--- src/rtl/usb_pkg.sv ---
// usb_pkg: shared types and constants for the USB receive CRC path.
//   pkt_type_e       packet class sampled with start
//   CRC5_* / CRC16_* width, polynomial, init value and good residue
//   *_LEN            covered-bit length limits (count is 14 bits)
//   crc5_next/crc16_next  one-bit CRC step, LSB-first wire order
package usb_pkg;

   typedef enum logic [1:0] {
      PKT_DATA   = 2'd0,
      PKT_TOKEN  = 2'd1,
      PKT_HSHAKE = 2'd2
   } pkt_type_e;

   localparam int          CRC5_W        = 5;
   localparam logic [4:0]  CRC5_POLY     = 5'b00101;
   localparam logic [4:0]  CRC5_INIT     = 5'h1F;
   localparam logic [4:0]  CRC5_RESIDUE  = 5'b01100;

   localparam int          CRC16_W       = 16;
   localparam logic [15:0] CRC16_POLY    = 16'h8005;
   localparam logic [15:0] CRC16_INIT    = 16'hFFFF;
   localparam logic [15:0] CRC16_RESIDUE = 16'h800D;

   localparam int          CNT_W         = 14;
   localparam logic [13:0] CNT_MAX       = 14'h3FFF;
   localparam logic [13:0] TOKEN_LEN     = 14'd16;
   localparam logic [13:0] DATA_MIN_LEN  = 14'd16;
   localparam logic [13:0] DATA_MAX_LEN  = 14'd8200;   // 1023 payload bytes + CRC16

   function automatic logic [4:0] crc5_next(input logic [4:0] c, input logic b);
      return {c[3:0], 1'b0} ^ ((c[4] ^ b) ? CRC5_POLY : 5'd0);
   endfunction

   function automatic logic [15:0] crc16_next(input logic [15:0] c, input logic b);
      return {c[14:0], 1'b0} ^ ((c[15] ^ b) ? CRC16_POLY : 16'd0);
   endfunction

endpackage

--- src/rtl/usb_crc_lfsr.sv ---
// usb_crc_lfsr: serial CRC register, MSB feedback.
//   clk, rst_n  clock, async active-low reset (register -> INIT)
//   clr_i       reload INIT; if en_i is also high the bit is applied to INIT
//   en_i        consume bit_i this cycle
//   bit_i       serial data bit
//   crc_o       current CRC register
module usb_crc_lfsr #(
   parameter int           W    = 16,
   parameter logic [W-1:0] POLY = '0,
   parameter logic [W-1:0] INIT = '1
) (
   input  logic         clk,
   input  logic         rst_n,
   input  logic         clr_i,
   input  logic         en_i,
   input  logic         bit_i,
   output logic [W-1:0] crc_o
);

   logic [W-1:0] crc_q, crc_d, base;

   always_comb begin
      base  = clr_i ? INIT : crc_q;
      crc_d = base;
      if (en_i)
         crc_d = {base[W-2:0], 1'b0} ^ ((base[W-1] ^ bit_i) ? POLY : '0);
   end

   always_ff @(posedge clk or negedge rst_n) begin
      if (!rst_n) crc_q <= INIT;
      else        crc_q <= crc_d;
   end

   assign crc_o = crc_q;

endmodule

--- src/rtl/usb_crc_check.sv ---
// usb_crc_check: receive-side CRC5/CRC16 checker and CRC-field stripper.
//   clk, rst_n          clock, async active-low reset
//   s_bit, s_valid      unstuffed covered bits (after PID), LSB-first
//   start, endr         first-bit pulse / end-of-packet pulse
//   pkt_type            packet class, sampled with start
//   m_bit, m_valid      forwarded payload bits (CRC field removed)
//   m_start, m_end      first forwarded bit / end-of-packet (with done)
//   done                verdict strobe, one cycle after endr
//   crc_ok/crc_err/len_err  one-hot verdict qualified by done
//
// state | meaning
// IDLE  | waiting for start
// RECV  | consuming covered bits, forwarding delayed payload
// DONE  | verdict cycle; start here begins a new packet
module usb_crc_check
   import usb_pkg::*;
(
   input  logic       clk,
   input  logic       rst_n,
   input  logic       s_bit,
   input  logic       s_valid,
   input  logic       start,
   input  logic       endr,
   input  logic [1:0] pkt_type,
   output logic       m_bit,
   output logic       m_valid,
   output logic       m_start,
   output logic       m_end,
   output logic       done,
   output logic       crc_ok,
   output logic       crc_err,
   output logic       len_err
);

   typedef enum logic [1:0] {S_IDLE, S_RECV, S_DONE} state_e;

   state_e      state_q;
   pkt_type_e   type_q, cur_type;
   logic [15:0] dly_q;
   logic [4:0]  fill_q, w_sel;
   logic [13:0] cnt_q, cnt_inc, cnt_fin;
   logic        first_q;
   logic        m_bit_q, m_valid_q, m_start_q, m_end_q, done_q;
   logic        crc_ok_q, crc_err_q, len_err_q;

   logic        take, en5, en16, fwd_type, tap, len_ok, crc_bad;
   logic [4:0]  crc5, res5;
   logic [15:0] crc16, res16;

   always_comb begin
      cur_type = start ? pkt_type_e'(pkt_type) : type_q;
      take     = s_valid && (start || state_q == S_RECV);
      en5      = take && cur_type == PKT_TOKEN;
      en16     = take && cur_type == PKT_DATA;
   end

   usb_crc_lfsr #(.W(CRC5_W), .POLY(CRC5_POLY), .INIT(CRC5_INIT)) u_crc5 (
      .clk   (clk),
      .rst_n (rst_n),
      .clr_i (start),
      .en_i  (en5),
      .bit_i (s_bit),
      .crc_o (crc5)
   );

   usb_crc_lfsr #(.W(CRC16_W), .POLY(CRC16_POLY), .INIT(CRC16_INIT)) u_crc16 (
      .clk   (clk),
      .rst_n (rst_n),
      .clr_i (start),
      .en_i  (en16),
      .bit_i (s_bit),
      .crc_o (crc16)
   );

   // Verdict is registered on the endr cycle, so it must include a bit
   // arriving in that same cycle: look one step ahead of the CRC registers.
   always_comb begin
      fwd_type = (type_q == PKT_DATA) || (type_q == PKT_TOKEN);
      w_sel    = (type_q == PKT_TOKEN) ? 5'd5 : 5'd16;
      tap      = (type_q == PKT_TOKEN) ? dly_q[4] : dly_q[15];
      cnt_inc  = (cnt_q == CNT_MAX) ? cnt_q : cnt_q + 14'd1;
      cnt_fin  = s_valid ? cnt_inc : cnt_q;
      res5     = s_valid ? crc5_next(crc5, s_bit) : crc5;
      res16    = s_valid ? crc16_next(crc16, s_bit) : crc16;
      len_ok   = 1'b0;
      crc_bad  = 1'b0;
      case (type_q)
         PKT_DATA: begin
            len_ok  = (cnt_fin >= DATA_MIN_LEN) && (cnt_fin[2:0] == 3'd0) &&
                      (cnt_fin <= DATA_MAX_LEN);
            crc_bad = (res16 != CRC16_RESIDUE);
         end
         PKT_TOKEN: begin
            len_ok  = (cnt_fin == TOKEN_LEN);
            crc_bad = (res5 != CRC5_RESIDUE);
         end
         PKT_HSHAKE: len_ok = (cnt_fin == 14'd0);
         default:    len_ok = 1'b0;
      endcase
   end

   always_ff @(posedge clk or negedge rst_n) begin
      if (!rst_n) begin
         state_q   <= S_IDLE;
         type_q    <= PKT_DATA;
         dly_q     <= '0;
         fill_q    <= '0;
         cnt_q     <= '0;
         first_q   <= 1'b0;
         m_bit_q   <= 1'b0;
         m_valid_q <= 1'b0;
         m_start_q <= 1'b0;
         m_end_q   <= 1'b0;
         done_q    <= 1'b0;
         crc_ok_q  <= 1'b0;
         crc_err_q <= 1'b0;
         len_err_q <= 1'b0;
      end else begin
         m_valid_q <= 1'b0;
         m_start_q <= 1'b0;
         m_end_q   <= 1'b0;
         done_q    <= 1'b0;
         crc_ok_q  <= 1'b0;
         crc_err_q <= 1'b0;
         len_err_q <= 1'b0;
         if (start) begin
            // New packet from any state; an open packet is dropped silently.
            state_q <= S_RECV;
            type_q  <= pkt_type_e'(pkt_type);
            first_q <= 1'b0;
            cnt_q   <= s_valid ? 14'd1 : 14'd0;
            dly_q   <= {15'd0, s_bit & s_valid};
            fill_q  <= (s_valid && (pkt_type_e'(pkt_type) == PKT_DATA ||
                                    pkt_type_e'(pkt_type) == PKT_TOKEN)) ? 5'd1 : 5'd0;
         end else begin
            case (state_q)
               S_RECV: begin
                  if (s_valid) begin
                     cnt_q <= cnt_inc;
                     if (fwd_type) begin
                        dly_q <= {dly_q[14:0], s_bit};
                        if (fill_q == w_sel) begin
                           m_valid_q <= 1'b1;
                           m_bit_q   <= tap;
                           m_start_q <= !first_q;
                           first_q   <= 1'b1;
                        end else begin
                           fill_q <= fill_q + 5'd1;
                        end
                     end
                  end
                  if (endr) begin
                     state_q   <= S_DONE;
                     done_q    <= 1'b1;
                     m_end_q   <= 1'b1;
                     len_err_q <= !len_ok;
                     crc_err_q <= len_ok && crc_bad;
                     crc_ok_q  <= len_ok && !crc_bad;
                  end
               end
               S_DONE:  state_q <= S_IDLE;
               default: state_q <= S_IDLE;
            endcase
         end
      end
   end

   assign m_bit   = m_bit_q;
   assign m_valid = m_valid_q;
   assign m_start = m_start_q;
   assign m_end   = m_end_q;
   assign done    = done_q;
   assign crc_ok  = crc_ok_q;
   assign crc_err = crc_err_q;
   assign len_err = len_err_q;

endmodule

--- config.mk ---
export PLATFORM = sky130hd
export DESIGN_NAME = usb_crc_check
export DESIGN_NICKNAME = d
export VERILOG_FILES = /design/src/rtl/usb_pkg.sv /design/src/rtl/usb_crc_lfsr.sv /design/src/rtl/usb_crc_check.sv
export SDC_FILE = /design/constraint.sdc
export NUM_CORES = 1
export LEC_CHECK = 0
export CAP_MARGIN = 0
export CORE_MARGIN = 5
export CORE_UTILIZATION = 30
export CTS_BUF_LIST = sky130_fd_sc_hd__clkbuf_16
export CTS_CLUSTER_DIAMETER = 120
export DETAILED_ROUTE_END_ITERATION = 8
export MAX_ROUTING_LAYER = met4
export SLEW_MARGIN = 20
export SYNTH_ARGS = -nofsm -noshare
export SYNTH_HDL_FRONTEND = slang
export SYNTH_SLANG_ARGS = --single-unit
--- constraint.sdc ---
create_clock -name clk -period 2.96 [get_ports clk]
set_clock_uncertainty 0.15 [all_clocks]
set_input_delay 0.444 -clock clk [delete_from_list [all_inputs] [get_ports clk]]
set_output_delay 0.444 -clock clk [all_outputs]
set_load 0.005 [all_outputs]
-- Word-level counts from Yosys, hierarchy flattened
Index checks and enable logic that the tools add are counted.
- word-level logic and storage cells: 128
- register bits: 68
- add/sub/neg operators: 2
- bitwise operators: 10
- reduce and logical (&&, ||, !) cells: 27
- eq/ne operators: 12
- $lt $le $gt $ge: 2
- mux-type cells: 60
- operators with widths (operator ; count):
    two-way mux 16 bit ; 9
    two-way mux 14 bit ; 4
    two-way mux 5 bit ; 9
    XOR 16 bit ; 2
    two-way mux 1 bit ; 30
    inequality test 16 bit (second input constant) ; 1
    adder 14 x 1 -> 14 bit (second input constant) ; 1
    == test 14 bit (second input constant) ; 1
    == test 14 x 5 -> 1 bit (second input constant) ; 1
    >= comparator 14 x 5 -> 1 bit (second input constant) ; 1
    less-or-equal comparator 14 bit (second input constant) ; 1
    logical NOT 14 bit ; 1
    == test 2 x 1 -> 1 bit (second input constant) ; 4
    logical AND 1 bit ; 8
    two-way mux 2 bit ; 4
    AND reduction 4 bit ; 2
    nonzero test 2 bit ; 4
    logical NOT 2 bit ; 3
    two-way mux 3 bit ; 2
    adder 5 x 1 -> 5 bit (second input constant) ; 1
    == test 5 bit ; 1
    inequality test 5 x 4 -> 1 bit (second input constant) ; 1
    AND reduction 5 bit ; 1
    XOR 5 x 3 -> 5 bit ; 1
    13 further kinds ; 20

-- Longest topological paths before layout
Gate-level depths: netlist (run 1).
- word-level depth: 11
- gate-level depth with buffers: 9
- depth with buffers taken out: 8

-- Modules after synthesis
Synthesis (run 1) repeated with hierarchy kept, for this count alone.
- cell total of the unflattened synthesis: 378
- area total of the unflattened synthesis: 3654.8 um^2
- by module, submodules not included (module ; times used ; cells an instance ; sequential area each (um^2) ; area an instance (um^2)):
    usb_crc_check ; 1 ; 288 ; 1176.1 ; 2631.3
    usb_crc_lfsr (u_crc16) ; 1 ; 67 ; 420.4 ; 767.0
    usb_crc_lfsr (u_crc5) ; 1 ; 23 ; 131.4 ; 256.5

-- Worst setup path after synthesis (run 1)
No wires, ideal clock.
- kind: reg2reg
- from: reg cnt_q[0]
- to: reg crc_ok_q (netlist: crc_ok)
- setup slack: 0.457 ns
- period minus slack after synthesis: 2.503 ns
- cell stages (with the launch flop): 10
- required time: 2.730 ns
- library setup time: 0.080 ns
- data arrival time: 2.273 ns
- path buffers: 1
- path through: dfrtp_1 -> ha_1 -> nand3_2 -> or4_1 -> clkbuf_1 -> a211o_1 -> nand2_1 -> o2111ai_1 -> a32oi_2 -> nor3b_2
- cells in the longest elaborated chain, start to end: 11
- RTL lines (what ; RTL line ; source):
    from (decl) ; usb_crc_check.sv:41 ; logic [13:0] cnt_q, cnt_inc, cnt_fin;
    from (signal assigned) ; usb_crc_check.sv:131 ; cnt_q <= s_valid ? 14'd1 : 14'd0;
    from (signal assigned) ; usb_crc_check.sv:139 ; cnt_q <= cnt_inc;
    adder 14 x 1 -> 14 bit or == test 14 bit (tied branches) ; usb_crc_check.sv:81 ; cnt_inc = (cnt_q == CNT_MAX) ? cnt_q : cnt_q + 14'd1;
    two-way mux 14 bit ; usb_crc_check.sv:81 ;
    two-way mux 14 bit * ; n/a ;
    >= comparator 14 x 5 -> 1 bit or logical NOT 3 bit (tied branches) ; usb_crc_check.sv:89 ; len_ok = (cnt_fin >= DATA_MIN_LEN) && (cnt_fin[2:0] == 3'd0) &&
    logical AND 1 bit (2 in series) ; usb_crc_check.sv:89 ;
    one-hot mux 1 bit (3 select lines) * ; usb_crc_check.sv:87 ; case (type_q)
    logical AND 1 bit * ; usb_crc_check.sv:158 ; crc_ok_q <= len_ok && !crc_bad;
    two-way mux 1 bit * ; usb_crc_check.sv:152 ; if (endr) begin
    two-way mux 1 bit * ; usb_crc_check.sv:136 ; case (state_q)
    two-way mux 1 bit * ; usb_crc_check.sv:126 ; if (start) begin
    to (signal assigned) ; usb_crc_check.sv:158 ;
    to (decl) ; usb_crc_check.sv:44 ; logic crc_ok_q, crc_err_q, len_err_q;
Mark *: on every way between the ends. The rest lies on a longest branch, timed or not.
A chain may end at the register's enable or synchronous reset.

-- Worst setup path in the final report (run 1)
Ends and elaborated chain as after synthesis.

==> out/metrics.cfg, run 1 <==
[status]
outcome=finished clean

[synth]
synth_area_um2=3630
ys_ff_latch=68
yosysUniqueCellTypes=57
synthTopCellsByArea=dfrtp_1 32%, dfstp_2 15%, nand2_1 6.7%, mux2i_1 5.5%, a21oi_1 3.6%
synth_flop_cell=dfrtp_1
synth_top_cell_by_area=dfrtp_1
ys_seq_area_share_pct=47.6
synthArstFlopShare_pct=100
synthCells=385
synthesis.nets=395
synth_warnings=0
synth_top_area_share_pct=32.4
avgSynthCellArea_um2=9.42
synth_edf_count=0

[clock_network]
cts_resized=0
clockBufferDepth=2
numCtsBuffers=9
cts-root-buf=clkbuf_16
cts_tree=done
clock_sinks=68
clk_latency_ns=0.33
cts_max_level=3
cts.clk_slew.worst_paths_ns=0.05

[flow_run]
max-cap-violations=0

[timing]
hold_viol=0
fin_crit_sh_pct=89.2
tightest_slew_ns=0.567
fmax_mhz=379
rsz0062_at_grt=false
period_minus_slack_ns=2.64
tns_ns=0
relSlewSlack_pct=61.9
drv_slew=0
setup_slack_ns=0.320
setup_violations=0

[die]
die_w_um=120
die_y_um=120
die_area_um2=14400
start_util_pct=30.5
rows=40
pin_count=16
core_um2=11900

[placed_design]
pre_cts_slack_ns=0.0400
io_buffers=15
hpwl_um=5530
placed_area_um2=3990
dpl.cell_count=540
gp_congestion=0.914

[worst_setup_path]
timing.rr.start=cnt_q[0]
r2r_slack_ns=0.32
cp_top_family=simple AND/OR/NAND/NOR gates
worstPathArrival_ns=2.74
cp_max_fo=5
cp-end-kind=flop
cp_data_required_time_ns=3.06
worst-path-buf-inv=0
cp-start-kind=flop
critical_path.slowest_cell=o41ai_4
reg2reg_depth=8
crit_top_cell=or3_1
r2r-end=crc_ok
cp_cell_sequence=ha_1 > nand3_2 > o41ai_4 > mux2i_1 > or3_1 > or3_1 > a32oi_2 > nor3b_2
critPathKind=reg -> reg
max_stage_delay_ns=0.37

[global_route]
grt_usage_pct=12.4
gr-total-overflow=0
grt_max_degree=69
grt_pass1_vias=2833
grt_antenna_before_repair=0
grt_first_pass_wirelength_um=13800

[hold_path]
hp-class=reg -> reg
hold_path_end=m_start
min_from=first_q
hold_path_depth=1

[drt]
vias_per_cell=5.11
drcViolationCount=0
firstDrtPassIters=4
drt_iter0_markers=200
postRouteAntennaNets=0
totalWireLength_um=8100
wl_per_cell_um=14.5
vias=2847

[cells_and_area]
area.sequential_um2=1730
layout_commonest_cell=nand2_1
final_cells=557
stdcell_area_um2=4330
layout-drive-gt1-share_pct=17.1
multi_input_area_um2=1740
num_antenna_cells=0
fillers=1202
nets=415
final_cell_mix=65 x nand2_1, 47 x dfrtp_1, 26 x a21oi_1
area_delta_synth_final_pct=19.3

[power_and_ir_drop]
power_leakage_uw=0.00178
peakVddDrop_v=0.000298
powerDensity_nw_per_um2=552

sequential cells by signal (all words and copies together), names as in the netlist:
| signal | count |
|---|---|
| dly_q | 16 |
| u_crc16.crc_o | 16 |
| cnt_q | 14 |
| fill_q | 5 |
| u_crc5.crc_o | 5 |
| state_q | 2 |
| type_q | 2 |
| crc_err | 1 |
| crc_ok | 1 |
| done | 1 |
| first_q | 1 |
| len_err | 1 |
| m_bit | 1 |
| m_start | 1 |
| m_valid | 1 |
area by class of cell:
type / count / area share [%]
sequential: 68 / 39.9
clock buffer: 9 / 5.20
timing repair buffer: 36 / 7.34
inverter: 8 / 0.693
tap: 147 / 4.25
multi-input combinational: 282 / 40.1
clock inverter: 7 / 2.48
cell families (layout without fill, tap and decap cells):
family	Yosys count	count (layout)	synth area share (%)
DFF	68	68	47.6
buffers and inverters	35	60	4.48
AOI/OAI and AO/OA	67	67	11.9
and+or+nand+nor	174	174	25.0
muxes	23	23	6.45
xor gates and xnor gates	16	16	3.86
adders and majority gates	2	2	0.690
stage by stage:
stage                     total power [uW]  utilization (%)  hold slack [ns]
after floorplan                       1120                -         -0.00159
after global placement                1210             33.5            0.266
after detailed placement              1210             33.5            0.272
after CTS                             2420             36.4            0.284
after global routing                  2500             36.4            0.306
final                                 2390             36.4            0.283
cell usage after synthesis, types with 4 or more instances:
cell type  number
and3_1          6
o21ai_0        14
nor2_1         24
or4_1           4
nand3_1        15
nand2_1        65
dfstp_2        21
or3_1           8
nand4_1        11
a21oi_1        26
clkbuf_1       17
xor2_1          9
a31oi_1         6
mux2i_1        20
xnor2_1         7
buf_4           5
nor2b_1         4
inv_1           7
nor3_1         10
dfrtp_1        47
nor4_1          5
where the power goes:
part	internal (uW)	switching [uW]	leakage (uW)
logic	85.4	123	0.000746
registers	963	26.2	0.000862
clock network	813	380	0.000172
metal layers:
layer | track usage (%) | vias to the layer above | part of all wire, %
met5 | - | - | 0
met4 | 3.58 | 0 | 1.6
met3 | 4.43 | 9 | 4.3
met2 | 19.1 | 41 | 47
met1 | 15.3 | 1397 | 47
li1 | - | 1400 | -
how the worst max path moves through the flow:
| stage | start | cells past startpoint | slack [ns] | endpoint |
|---|---|---|---|---|
| 2_1_floorplan | cnt_q[0] | 9 | 0.46 | crc_ok |
| 3_3_place_gp | s_valid | 8 | 0.11 | crc_ok |
| 3_5_place_dp | s_valid | 8 | 0.04 | crc_ok |
| 4_1_cts | cnt_q[0] | 8 | 0.31 | crc_ok |
| 5_1_grt | cnt_q[0] | 8 | 0.18 | crc_ok |
| 6_report | cnt_q[0] | 8 | 0.32 | crc_ok |
what timing repair did:
| action | in CTS | in global routing |
|---|---|---|
| hold endpoints to repair | 26 | 0 |
| hold buffers | 1 | 0 |
| buffers inserted | 0 | 0 |
(Power assumes the default switching activity.)
==> inputs of run 2 (changes only) <==
==> constraint.sdc (replaced) <==
create_clock -name clk -period 2.2 [get_ports clk]
set_clock_uncertainty 0.15 [all_clocks]
set_input_delay 0.33 -clock clk [delete_from_list [all_inputs] [get_ports clk]]
set_output_delay 0.33 -clock clk [all_outputs]
set_load 0.005 [all_outputs]
==> run 2 against run 1 <==
The flow now finishes with violations (setup timing). Non-clock buffer count increased by 48. Highest routed layer unchanged. Critical endpoint unchanged. Combinational power up 61%. Via count grew 7.3%.
==> out/metrics.cfg, run 2 (synthesis gave the netlist of run 1 again) <==
[clock_network]
clockBufferDepth=2
clk_latency_ns=0.33
cts.clk_slew.worst_paths_ns=0.06
cts_max_level=3
clock_sinks=68
cts-root-buf=clkbuf_16
cts_tree=done
numCtsBuffers=9

[global_route]
grt_max_degree=69
grt_usage_pct=12.6
grt_first_pass_wirelength_um=14400
grt_pass1_vias=2945
grt_antenna_before_repair=0
gr-total-overflow=0

[placed_design]
gp_congestion=0.815
io_buffers=15
dpl.cell_count=578
hpwl_um=5940

[timing]
setup_violations=3
hold_viol=0
fin_crit_sh_pct=112
period_minus_slack_ns=2.46
timing.hold.ws_ns=0.280
relSlewSlack_pct=75.2
setup_slack_ns=-0.256
tightest_slew_ns=0.373
fmax_mhz=407
drv_slew=0
rsz0062_at_grt=true

[drt]
wl_per_cell_um=14.1
drcViolationCount=0
totalWireLength_um=8540
routed-wl-met2_um=4000
vias_per_cell=5.05
postRouteAntennaNets=0
met3_wirelength_um=333
m1WireLength_um=4090
drt_iter0_markers=143
firstDrtPassIters=4
dr.max_layer_used=met4
vias=3056

[hold_path]
hp-class=reg -> reg
hold_path_depth=1

[die]
die_area_um2=14400
die_w_um=120
core_um2=11900
rows=40
die_y_um=120
pin_count=16
start_util_pct=30.5

[cells_and_area]
area_delta_synth_final_pct=31.7
final_cell_mix=65 x buf_4, 64 x nand2_1, 43 x dfrtp_1
layout_commonest_cell=buf_4
final_cells=605
layout-drive-gt1-share_pct=30.6
nets=463
num_antenna_cells=0

[power_and_ir_drop]
powerDensity_nw_per_um2=627
peakVddDrop_v=0.000320
power_leakage_uw=0.00204

[worst_setup_path]
cp_max_fo=5
cp_cell_sequence=nand4_4 > or4_4 > or4_4 > nand3_2 > o2111ai_2 > a32oi_2 > nor3b_2
critPathKind=reg -> reg
cp-end-kind=flop
cp-start-kind=flop
max_stage_delay_ns=0.53
cp_data_required_time_ns=2.30
reg2reg_depth=7
critical_path.slowest_cell=or4_4
worstPathArrival_ns=2.55
crit_top_cell=or4_4

[status]
failed_checks=setup timing
outcome=finished with violations

[flow_run]
max-cap-violations=0

[run 2: per-layer routing]
metal	global-route usage (%)	vias to the layer above
met5	-	-
met4	4.08	0
met3	2.97	10
met2	19.0	48
met1	16.8	1495
li1	-	1503
[run 2: timing repair]
item | CTS | global route
gates resized for setup | 9 | 11
buffers inserted | 9 | 1
pin swaps | 6 | 4
endpoints found under the hold margin | 47 | 0
hold buffers | 1 | 0
endpoints found under the setup margin | 10 | 12
[run 2: final cells by class]
cell class / count / area, um^2
sequential: 68 / 1730
timing repair buffer: 84 / 694
clock buffer: 9 / 225
fill: 1180 / 7130
tap: 147 / 184
clock inverter: 7 / 51.3
multi-input combinational: 282 / 1860
inverter: 8 / 30.0
[run 2: final timing paths]
path | to | slack, ns | start
setup reg to reg | crc_ok | -0.26 | cnt_q[4]
setup / recovery | crc_ok | -0.26 | cnt_q[4]
hold reg to reg | m_start | 0.28 | first_q
min in group asynchronous | cnt_q[1] | 0.39 | rst_n
hold / removal | m_start | 0.28 | first_q
max in group asynchronous | u_crc16.crc_o[11] | 1.17 | rst_n
[run 2: report_power, final]
group / switching, uW / internal (uW)
clock: 564 / 768
sequential: 34.3 / 1300
combinational: 183 / 151
total: 782 / 2210
[run 2: through the flow]
stage	setup TNS [ns]	util, %	total power, uW	setup slack [ns]	area (um^2)
floorplan	-0.463	-	1520	-0.177	3690
global placement	-7.65	36.4	1660	-0.508	4340
detailed placement	-8.27	36.4	1670	-0.581	4340
CTS	-0.669	39.6	3030	-0.264	4720
global route	-1.31	40.1	3140	-0.347	4780
finish	-0.659	40.1	3000	-0.256	4780
[run 2: worst max-delay path, delay by kind of cell, from the launching register on]
family | cells | cell delay [ns]
and+or+nand+nor | 5 | 1.49
DFF | 1 | 0.39
AOI/OAI and AO/OA | 2 | 0.35
==> inputs of run 3 (changes only) <==
--- a/config.mk
+++ b/config.mk
@@ -10,6 +10,7 @@
 export CORE_UTILIZATION = 30
 export CTS_BUF_LIST = sky130_fd_sc_hd__clkbuf_16
 export CTS_CLUSTER_DIAMETER = 120
+export CTS_CLUSTER_SIZE = 25
 export DETAILED_ROUTE_END_ITERATION = 8
 export MAX_ROUTING_LAYER = met4
 export SLEW_MARGIN = 20
==> results of run 3 <==
Final layout, timing and power as in run 2 (identical DEF).
